==> config.mk <==
export PLATFORM = sky130hd
export DESIGN_NAME = if_id_stage_flat
export DESIGN_NICKNAME = d
export VERILOG_FILES = /design/src/rtl/if_id_stage_pkg.sv /design/src/rtl/if_id_stage_if.sv /design/src/rtl/if_id_stage_next_pc_sel.sv /design/src/rtl/if_id_stage.sv /design/src/flat_wrapper.sv
export SDC_FILE = /design/constraint.sdc
export NUM_CORES = 1
export LEC_CHECK = 0
export CAP_MARGIN = 10
export CORE_UTILIZATION = 43
export CTS_BUF_LIST = sky130_fd_sc_hd__clkbuf_2
export DETAILED_ROUTE_END_ITERATION = 8
export PLACE_DENSITY = 0.94
export SETUP_SLACK_MARGIN = 0.2
export SYNTH_ARGS = -nofsm -noshare
export SYNTH_HDL_FRONTEND = slang
export SYNTH_SLANG_ARGS = --single-unit
==> constraint.sdc <==
create_clock -name clock -period 2.26 [get_ports clock]
set_clock_uncertainty 0.05 [all_clocks]
set_input_delay 0.452 -clock clock [delete_from_list [all_inputs] [get_ports clock]]
set_output_delay 0.452 -clock clock [all_outputs]
set_load 0.01 [all_outputs]
==> src/rtl/if_id_stage_pkg.sv <==
// Shared constants and FSM encoding for the DLX fetch front end (if_id_stage and next_pc_sel).
package dlx_fetch_pkg;

  localparam int DEF_ADDR_W  = 10;
  localparam int DEF_INSTR_W = 32;
  localparam logic [DEF_INSTR_W-1:0] NOP_INSTR = 32'h0000_0000;

  typedef enum logic {
    RUN        = 1'b0,
    HOLD_REDIR = 1'b1
  } fetch_state_e;

endpackage

==> src/rtl/if_id_stage_if.sv <==
// Fetch-stage bus: PC/instruction-memory handshake, hazard controls and the IF/ID register outputs.
interface if_id_stage_if #(
  parameter int ADDR_W  = 10,
  parameter int INSTR_W = 32
);
  logic [ADDR_W-1:0]  PC_current;
  logic [INSTR_W-1:0] instr_in;
  logic               stall;
  logic               redirect_valid;
  logic [ADDR_W-1:0]  redirect_target;
  logic [ADDR_W-1:0]  PC_new;
  logic               PC_write;
  logic [ADDR_W-1:0]  if_id_pc_plus1;
  logic [INSTR_W-1:0] if_id_instr;
  logic               if_id_valid;

  // master: the fetch stage itself; slave: PC, instruction memory and decode around it
  modport master (
    input  PC_current, instr_in, stall, redirect_valid, redirect_target,
    output PC_new, PC_write, if_id_pc_plus1, if_id_instr, if_id_valid
  );

  modport slave (
    output PC_current, instr_in, stall, redirect_valid, redirect_target,
    input  PC_new, PC_write, if_id_pc_plus1, if_id_instr, if_id_valid
  );
endinterface

==> src/rtl/if_id_stage_next_pc_sel.sv <==
// Combinational next-PC selection: chooses PC_new and the PC load enable from state, stall and redirect.
module next_pc_sel
  import dlx_fetch_pkg::*;
#(
  parameter int ADDR_W = DEF_ADDR_W
) (
  input  fetch_state_e      state,
  input  logic              reset,
  input  logic              stall,
  input  logic              redirect_valid,
  input  logic [ADDR_W-1:0] pc_current,
  input  logic [ADDR_W-1:0] pc_plus1,
  input  logic [ADDR_W-1:0] redirect_target,
  input  logic [ADDR_W-1:0] pend_target,
  output logic [ADDR_W-1:0] pc_new,
  output logic              pc_write
);

  always_comb begin
    pc_write = 1'b0;
    pc_new   = pc_current;
    if (reset) begin
      pc_write = 1'b1;
      pc_new   = '0;
    end else if (!stall) begin
      pc_write = 1'b1;
      // A fresh redirect always beats an older pending one
      if (redirect_valid)
        pc_new = redirect_target;
      else if (state == HOLD_REDIR)
        pc_new = pend_target;
      else
        pc_new = pc_plus1;
    end
  end

endmodule

==> src/rtl/if_id_stage.sv <==
// IF/ID pipeline register and fetch front-end FSM (RUN / HOLD_REDIR) for the DLX core.
// Optional build macro IFID_PERF_CNT_EN adds saturating fetch_cnt / bubble_cnt outputs.
module if_id_stage
  import dlx_fetch_pkg::*;
#(
  parameter int                 ADDR_W  = DEF_ADDR_W,
  parameter int                 INSTR_W = DEF_INSTR_W,
  parameter logic [INSTR_W-1:0] NOP     = NOP_INSTR
) (
  input  logic          clock,
  input  logic          reset,
  if_id_stage_if.master bus
`ifdef IFID_PERF_CNT_EN
  ,
  output logic [31:0]   fetch_cnt,
  output logic [31:0]   bubble_cnt
`endif
);

  fetch_state_e       state, nxt_state;
  logic [ADDR_W-1:0]  pend_target, nxt_pend;
  logic [ADDR_W-1:0]  pc_plus1_p0;
  logic               latch_en;
  logic [ADDR_W-1:0]  latch_pc;
  logic [INSTR_W-1:0] latch_instr;
  logic               latch_vld;
  logic [ADDR_W-1:0]  pc_plus1_p1;
  logic [INSTR_W-1:0] instr_p1;
  logic               vld_p1;

  // ---- stage p0: fetch address arithmetic and next-PC choice ----
  assign pc_plus1_p0 = bus.PC_current + ADDR_W'(1);

  next_pc_sel #(.ADDR_W(ADDR_W)) u_next_pc_sel (
    .state           (state),
    .reset           (reset),
    .stall           (bus.stall),
    .redirect_valid  (bus.redirect_valid),
    .pc_current      (bus.PC_current),
    .pc_plus1        (pc_plus1_p0),
    .redirect_target (bus.redirect_target),
    .pend_target     (pend_target),
    .pc_new          (bus.PC_new),
    .pc_write        (bus.PC_write)
  );

  always_comb begin
    nxt_state   = state;
    nxt_pend    = pend_target;
    latch_en    = 1'b0;
    latch_pc    = pc_plus1_p1;
    latch_instr = NOP;
    latch_vld   = 1'b0;
    unique case (state)
      RUN: begin
        if (!bus.stall) begin
          latch_en = 1'b1;
          latch_pc = pc_plus1_p0;
          if (!bus.redirect_valid) begin
            latch_instr = bus.instr_in;
            latch_vld   = 1'b1;
          end
        end else if (bus.redirect_valid) begin
          // Redirect under stall: park the target, bubble IF/ID with its pc left alone
          latch_en  = 1'b1;
          nxt_pend  = bus.redirect_target;
          nxt_state = HOLD_REDIR;
        end
      end
      HOLD_REDIR: begin
        if (bus.stall) begin
          if (bus.redirect_valid)
            nxt_pend = bus.redirect_target;
        end else begin
          latch_en  = 1'b1;
          nxt_state = RUN;
        end
      end
      default: nxt_state = RUN;
    endcase
  end

  // ---- stage p1: IF/ID register and FSM state ----
  always_ff @(posedge clock) begin
    if (reset) begin
      state       <= RUN;
      pend_target <= '0;
      pc_plus1_p1 <= '0;
      instr_p1    <= NOP;
      vld_p1      <= 1'b0;
    end else begin
      state       <= nxt_state;
      pend_target <= nxt_pend;
      if (latch_en) begin
        pc_plus1_p1 <= latch_pc;
        instr_p1    <= latch_instr;
        vld_p1      <= latch_vld;
      end
    end
  end

  assign bus.if_id_pc_plus1 = pc_plus1_p1;
  assign bus.if_id_instr    = instr_p1;
  assign bus.if_id_valid    = vld_p1;

`ifdef IFID_PERF_CNT_EN
  function automatic logic [31:0] sat_inc32(input logic [31:0] v);
    return (v == 32'hFFFF_FFFF) ? v : v + 32'd1;
  endfunction

  always_ff @(posedge clock) begin
    if (reset) begin
      fetch_cnt  <= '0;
      bubble_cnt <= '0;
    end else if (latch_en) begin
      if (latch_vld)
        fetch_cnt  <= sat_inc32(fetch_cnt);
      else
        bubble_cnt <= sat_inc32(bubble_cnt);
    end
  end
`endif

endmodule

==> src/flat_wrapper.sv <==
// flat-port wrapper written by rule: the top's interface ports become plain ports
module if_id_stage_flat import dlx_fetch_pkg::*;
#(
  parameter int                 ADDR_W  = DEF_ADDR_W,
  parameter int                 INSTR_W = DEF_INSTR_W,
  parameter logic [INSTR_W-1:0] NOP     = NOP_INSTR
)
  (clock, reset, bus_PC_current, bus_instr_in, bus_stall, bus_redirect_valid, bus_redirect_target, bus_PC_new, bus_PC_write, bus_if_id_pc_plus1, bus_if_id_instr, bus_if_id_valid);
  if_id_stage_if #(.ADDR_W(ADDR_W), .INSTR_W(INSTR_W)) bus_i ();
  input  logic clock;
  input  logic reset;
  input wire logic [$bits(bus_i.PC_current)-1:0] bus_PC_current;
  input wire logic [$bits(bus_i.instr_in)-1:0] bus_instr_in;
  input wire logic [$bits(bus_i.stall)-1:0] bus_stall;
  input wire logic [$bits(bus_i.redirect_valid)-1:0] bus_redirect_valid;
  input wire logic [$bits(bus_i.redirect_target)-1:0] bus_redirect_target;
  output wire logic [$bits(bus_i.PC_new)-1:0] bus_PC_new;
  output wire logic [$bits(bus_i.PC_write)-1:0] bus_PC_write;
  output wire logic [$bits(bus_i.if_id_pc_plus1)-1:0] bus_if_id_pc_plus1;
  output wire logic [$bits(bus_i.if_id_instr)-1:0] bus_if_id_instr;
  output wire logic [$bits(bus_i.if_id_valid)-1:0] bus_if_id_valid;
  assign bus_i.PC_current = bus_PC_current;
  assign bus_i.instr_in = bus_instr_in;
  assign bus_i.stall = bus_stall;
  assign bus_i.redirect_valid = bus_redirect_valid;
  assign bus_i.redirect_target = bus_redirect_target;
  assign bus_PC_new = bus_i.PC_new;
  assign bus_PC_write = bus_i.PC_write;
  assign bus_if_id_pc_plus1 = bus_i.if_id_pc_plus1;
  assign bus_if_id_instr = bus_i.if_id_instr;
  assign bus_if_id_valid = bus_i.if_id_valid;
  if_id_stage #(.ADDR_W(ADDR_W), .INSTR_W(INSTR_W), .NOP(NOP)) u_core (.clock(clock), .reset(reset), .bus(bus_i));
endmodule
* Yosys cells after proc, flatten, opt, wreduce, memory -nomap -nowiden *
Cells that the tools add are included.

cells by class
  $add $sub $neg = 1
  mux-type cells = 20
  bitwise operators = 2
  reduce and logical (&&, ||, !) cells = 2

operators by type and width
  kind                                                              number
  32-bit 2-to-1 mux                                                 3
  10-bit 2-to-1 mux                                                 6
  10-bit by 1-bit adder with 10-bit output (second input constant)  1
  1-bit 2-to-1 mux                                                  9
  1-bit case mux with 2 select lines                                2
  3-bit AND reduction                                               1
  1-bit inverter                                                    2
  2-bit AND reduction                                               1

storage, ports and cells
  register bits after elaboration = 54
  input port bits = 56
  output and inout bits = 54
  logic and storage cells = 30

* Logic depth before layout (Yosys ltp) *
  word-level depth = 5
  gate-level depth with buffers = 6
  gate-level depth less buffers = 5

* Cells and area by module *
A second synthesis with hierarchy kept.

second synthesis, totals
  cells, all modules = 278
  area total of the unflattened synthesis = 2,468.6 µm²

modules (own cells, without submodules)
  module       instances  cells each  area an instance (µm²)  sequential area each (µm²)
  if_id_stage  1          229         2,053.2                 1,081.0
  next_pc_sel  1          49          415.4                   0.0

* Worst setup path after synthesis *
OpenSTA, ideal clock, no wires.

  kind = input-to-output
  start = input port bus_PC_current[0]
  end = output port bus_PC_new[8]
  data arrival time = 1,516 ps
  required time = 1,758 ps
  slack = 242 ps
  stages = 5
  buffers on the path = 0
  cells stage by stage = ha_1 > and4_1 > and4_1 > nor3b_1 > a211o_1

on the way
  longest elaborated chain between the ends = 5

ends and longest elaborated chain
  element                                   line                           text
  start, declared                           flat_wrapper.sv:12             input wire logic [$bits(bus_i.PC_current)-1:0] bus_PC_current;
  10-bit by 1-bit adder with 10-bit output  if_id_stage.sv:32              assign pc_plus1_p0 = bus.PC_current + ADDR_W'(1);
  10-bit 2-to-1 mux                         if_id_stage_next_pc_sel.sv:30  else if (state == HOLD_REDIR)
  10-bit 2-to-1 mux                         if_id_stage_next_pc_sel.sv:28  if (redirect_valid)
  10-bit 2-to-1 mux                         if_id_stage_next_pc_sel.sv:25  end else if (!stall) begin
  10-bit 2-to-1 mux                         if_id_stage_next_pc_sel.sv:22  if (reset) begin
  end, declared                             flat_wrapper.sv:17             output wire logic [$bits(bus_i.PC_new)-1:0] bus_PC_new;

No other way between the ends.

* Worst setup path after layout *
  start = input port bus_redirect_valid
  end = output port bus_PC_new[5]

on the way
  longest elaborated chain between the ends = 3

ends and longest elaborated chain
  element            line                           text
  start, declared    flat_wrapper.sv:15             input wire logic [$bits(bus_i.redirect_valid)-1:0] bus_redirect_valid;
  10-bit 2-to-1 mux  if_id_stage_next_pc_sel.sv:28
  10-bit 2-to-1 mux  if_id_stage_next_pc_sel.sv:25
  10-bit 2-to-1 mux  if_id_stage_next_pc_sel.sv:22

No other way between the ends.

==> impl_results.md <==
* Run status: finished, violations left
* Failing checks: negative setup slack
* Crit path from: bus_redirect_valid
* Worst Path Arrival at 1830 ps
* Worst Path Required at 1760 ps
* PD cells at 500.1 nW/um2
* Dpl ws at -724.4 ps
* Latest clock arrival within the worst-skew pair at 420 ps
* Synth top area share at 0.4426
* Asr flop ratio synth at 0
* CP endpoint: bus_PC_new[5]
* Setup ws final at -70.31 ps
* Hold buffers post-CTS at 0
* Startpoint types: input pin
* Setup TNS at -98.89 ps
* Worst setup path category: in -> out
* Slew @ Worst Pin at 335.7 ps
* Slew margin rel. at 0.7757
* Starting Density at 0.4435
* Seq/Total Area, Yosys at 0.4426
* Initial DRC Count at 137
* Die area at 5985 um2
* H-tree depth at 2
* Post-Synthesis Cell Area at 2442 um2
* CTS tree: done
* Hold WC Path Type: in -> reg
* NumNets Final at 496
* Pwr Total at 2.051 mW
* Maximum clock path buffer count at 2
* Maxcap violations at 0
* Num rows at 27
* Top FF cell, synth: dfxtp_1
* Max-slew violations at 0
* Leading area contributor after synthesis: dfxtp_1
* Root buffer cell: clkbuf_2
* Worst setup EP type: output pin
* Vias in the first global route at 2905
* Synthesis-to-layout area growth at 67.93%
* Core Region at 5507 um2
* Vias at 2804
* PortBufs at 109
* FF-to-FF End: u_core.bus.if_id_pc_plus1[5]
* Proportion of layout cells with a drive suffix above 1 at 0.2659
* Detailed Route WL at 8.266 mm
* Io pins at 110
* Placed Area at 3891 um2
* VDD IR-drop max at 373.3 uV
* Busiest grt layer: met2
* Synth top area cells: dfxtp_1, a22oi_1, nor2_1
* DRC viols at 0
* RSZ-0062 raised after global routing: yes
* Crit Reg-Reg Startpoint: u_core.state
* Post-synthesis net count at 348
* Wirelength per Cell at 16.14 um
* DR pass1 iterations at 5
* M2 GR Usage at 0.5018
* Leakage power at 1.614 nW
* Final Hold Violating Endpoints at 0
* R2r setup slk at 650 ps
* Post-DP HPWL at 5.602 mm
* Synth Register Bits at 54
* Hold slack at 298.9 ps
* Met1 usage at 0.2975
* Synth Instances at 291
* Cell variety after synth at 42
* M3 GR Usage at 0.06353
* Initial antenna violation count at 0
* EDFF count, synth at 0
* Max Freq at 0.4291 GHz
* Crit path max fanout at 7
* Total GRT Usage at 0.2730
* DIE HEIGHT at 77.37 um
* Synthesis Warnings at 0
* Fin area at 4101 um2
* Die width at 77.37 um
* First-pass GRT wire length at 13.17 mm
* Reg clk slew, reported paths at 250 ps
* CTS Sinks at 54
* Grt ovf at 0
* Ratio of final minimum period to clock period at 1.031
* R2R cell count at 7
* Post-route antenna net violation count at 0
* Largest net degree at the start of global routing at 34
* Fin crit period at 2330 ps
* TritonCTS Buffers at 5
* Vias/cell at 5.477
* Synth Area per Inst at 8.393 um2
* GPL Wtd Cong at 0.8546
* Endpoints failing setup at 3
* Antenna Cells at 0
* Fillers at 392
==> cells in the final DEF (no fill, tap or decap), types with 2 or more instances in the layout <==
cell type         n
a211o_1           4
a211oi_1          4
a211oi_2          4
a21oi_1          19
a21oi_2           5
a22oi_1          32
and4_1            2
buf_12            2
buf_2            13
buf_4            44
buf_6             6
clkbuf_2          7
clkdlybuf4s15_2   2
clkdlybuf4s50_1  86
dfxtp_1          53
dlygate4sd2_1     6
inv_1             6
inv_2             2
mux2i_1           3
nand2_1          32
nand3_1           3
nor2_1           44
nor2_2            4
nor3_1            2
nor3_4            2
nor3b_2           3
nor4_4            2
o211ai_1          2
o21ai_0           5
o21ai_1           5
o21ai_2           4
or3b_4            3
xnor2_1           4
xor2_1            2
==> kinds of logic after synthesis <==
| family | Yosys count | share of synthesized area |
|---|---|---|
| AND/OR/NAND/NOR | 109 | 0.2162 |
| AO/OA/AOI/OAI | 89 | 0.2464 |
| flip-flops | 54 | 0.4426 |
| buffers and inverters | 28 | 0.05226 |
| XOR/XNOR | 7 | 0.02510 |
| multiplexers | 3 | 0.01230 |
| adder cells (fa/ha/maj) | 1 | 0.005122 |
==> worst min-delay path by stage <==
stage | cells past startpoint | startpoint | end | slack (ps)
floorplan | 2 | u_core.pend_target[2] | u_core.pend_target[2] | 380
global placement | 2 | u_core.pend_target[6] | u_core.pend_target[6] | 390
detailed placement | 2 | u_core.pend_target[3] | u_core.pend_target[3] | 400
CTS | 3 | bus_PC_current[0] | u_core.bus.if_id_pc_plus1[0] | 260
global route | 3 | bus_PC_current[0] | u_core.bus.if_id_pc_plus1[0] | 260
finish | 3 | bus_PC_current[0] | u_core.bus.if_id_pc_plus1[0] | 300
==> area by class of cell <==
class,instances,area (um2),area share
timing repair buffer,161,1454,0.3545
tap,72,90.09,0.02196
clock inverter,2,37.54,0.009152
clock buffer,6,30.03,0.007322
inverter,8,30.03,0.007322
sequential,54,1085,0.2645
multi-input combinational,209,1375,0.3353
==> sequential cells by signal (all words and copies together), names as in the netlist <==
name,count
u_core.bus.if_id_instr,32
u_core.bus.if_id_pc_plus1,10
u_core.bus.if_id_valid,1
u_core.state,1
u_core.pend_target,10
==> worst max-delay path, cell delays in order <==
cell	delay [ps]
clkdlybuf4s15_1	310
or2_4	320
or4_4	410
a21oi_2	140
nor3_2	50
buf_2	140
==> synth_stat cells (5+ instances only) <==
cell type  instances
dfxtp_1           54
nor2_1            45
nand2_1           33
a22oi_1           32
a21oi_1           23
o21ai_0           13
clkbuf_1          10
inv_1              8
buf_2              6
a211oi_1           5
==> routing by layer <==
metal / part of all wire / routed length, um
met2: 0.51 / 4226
met3: 0.063 / 521
met4: 0.033 / 270
met1: 0.39 / 3248
met5: 0 / 0
==> power breakdown <==
part / total (mW) / internal (mW) / switching [mW] / leakage [nW]
logic: 0.537 / 0.287 / 0.250 / 1.13
registers: 1.02 / 0.997 / 0.0252 / 0.442
clock network: 0.492 / 0.191 / 0.301 / 0.0392
total: 2.05 / 1.47 / 0.576 / 1.61
==> repair_timing <==
action,CTS,global route
endpoints found under the setup margin,11,10
setup buffers,6,0
resized for setup,105,10
pin swaps,23,5
==> through the flow <==
stage                 util  cells
CTS                 0.7387    512
global placement    0.7067    498
detailed placement  0.7067    498
finish              0.7448    512
global route        0.7448    512
floorplan                -    291
No activity file was read; power rests on OpenSTA's default activity.
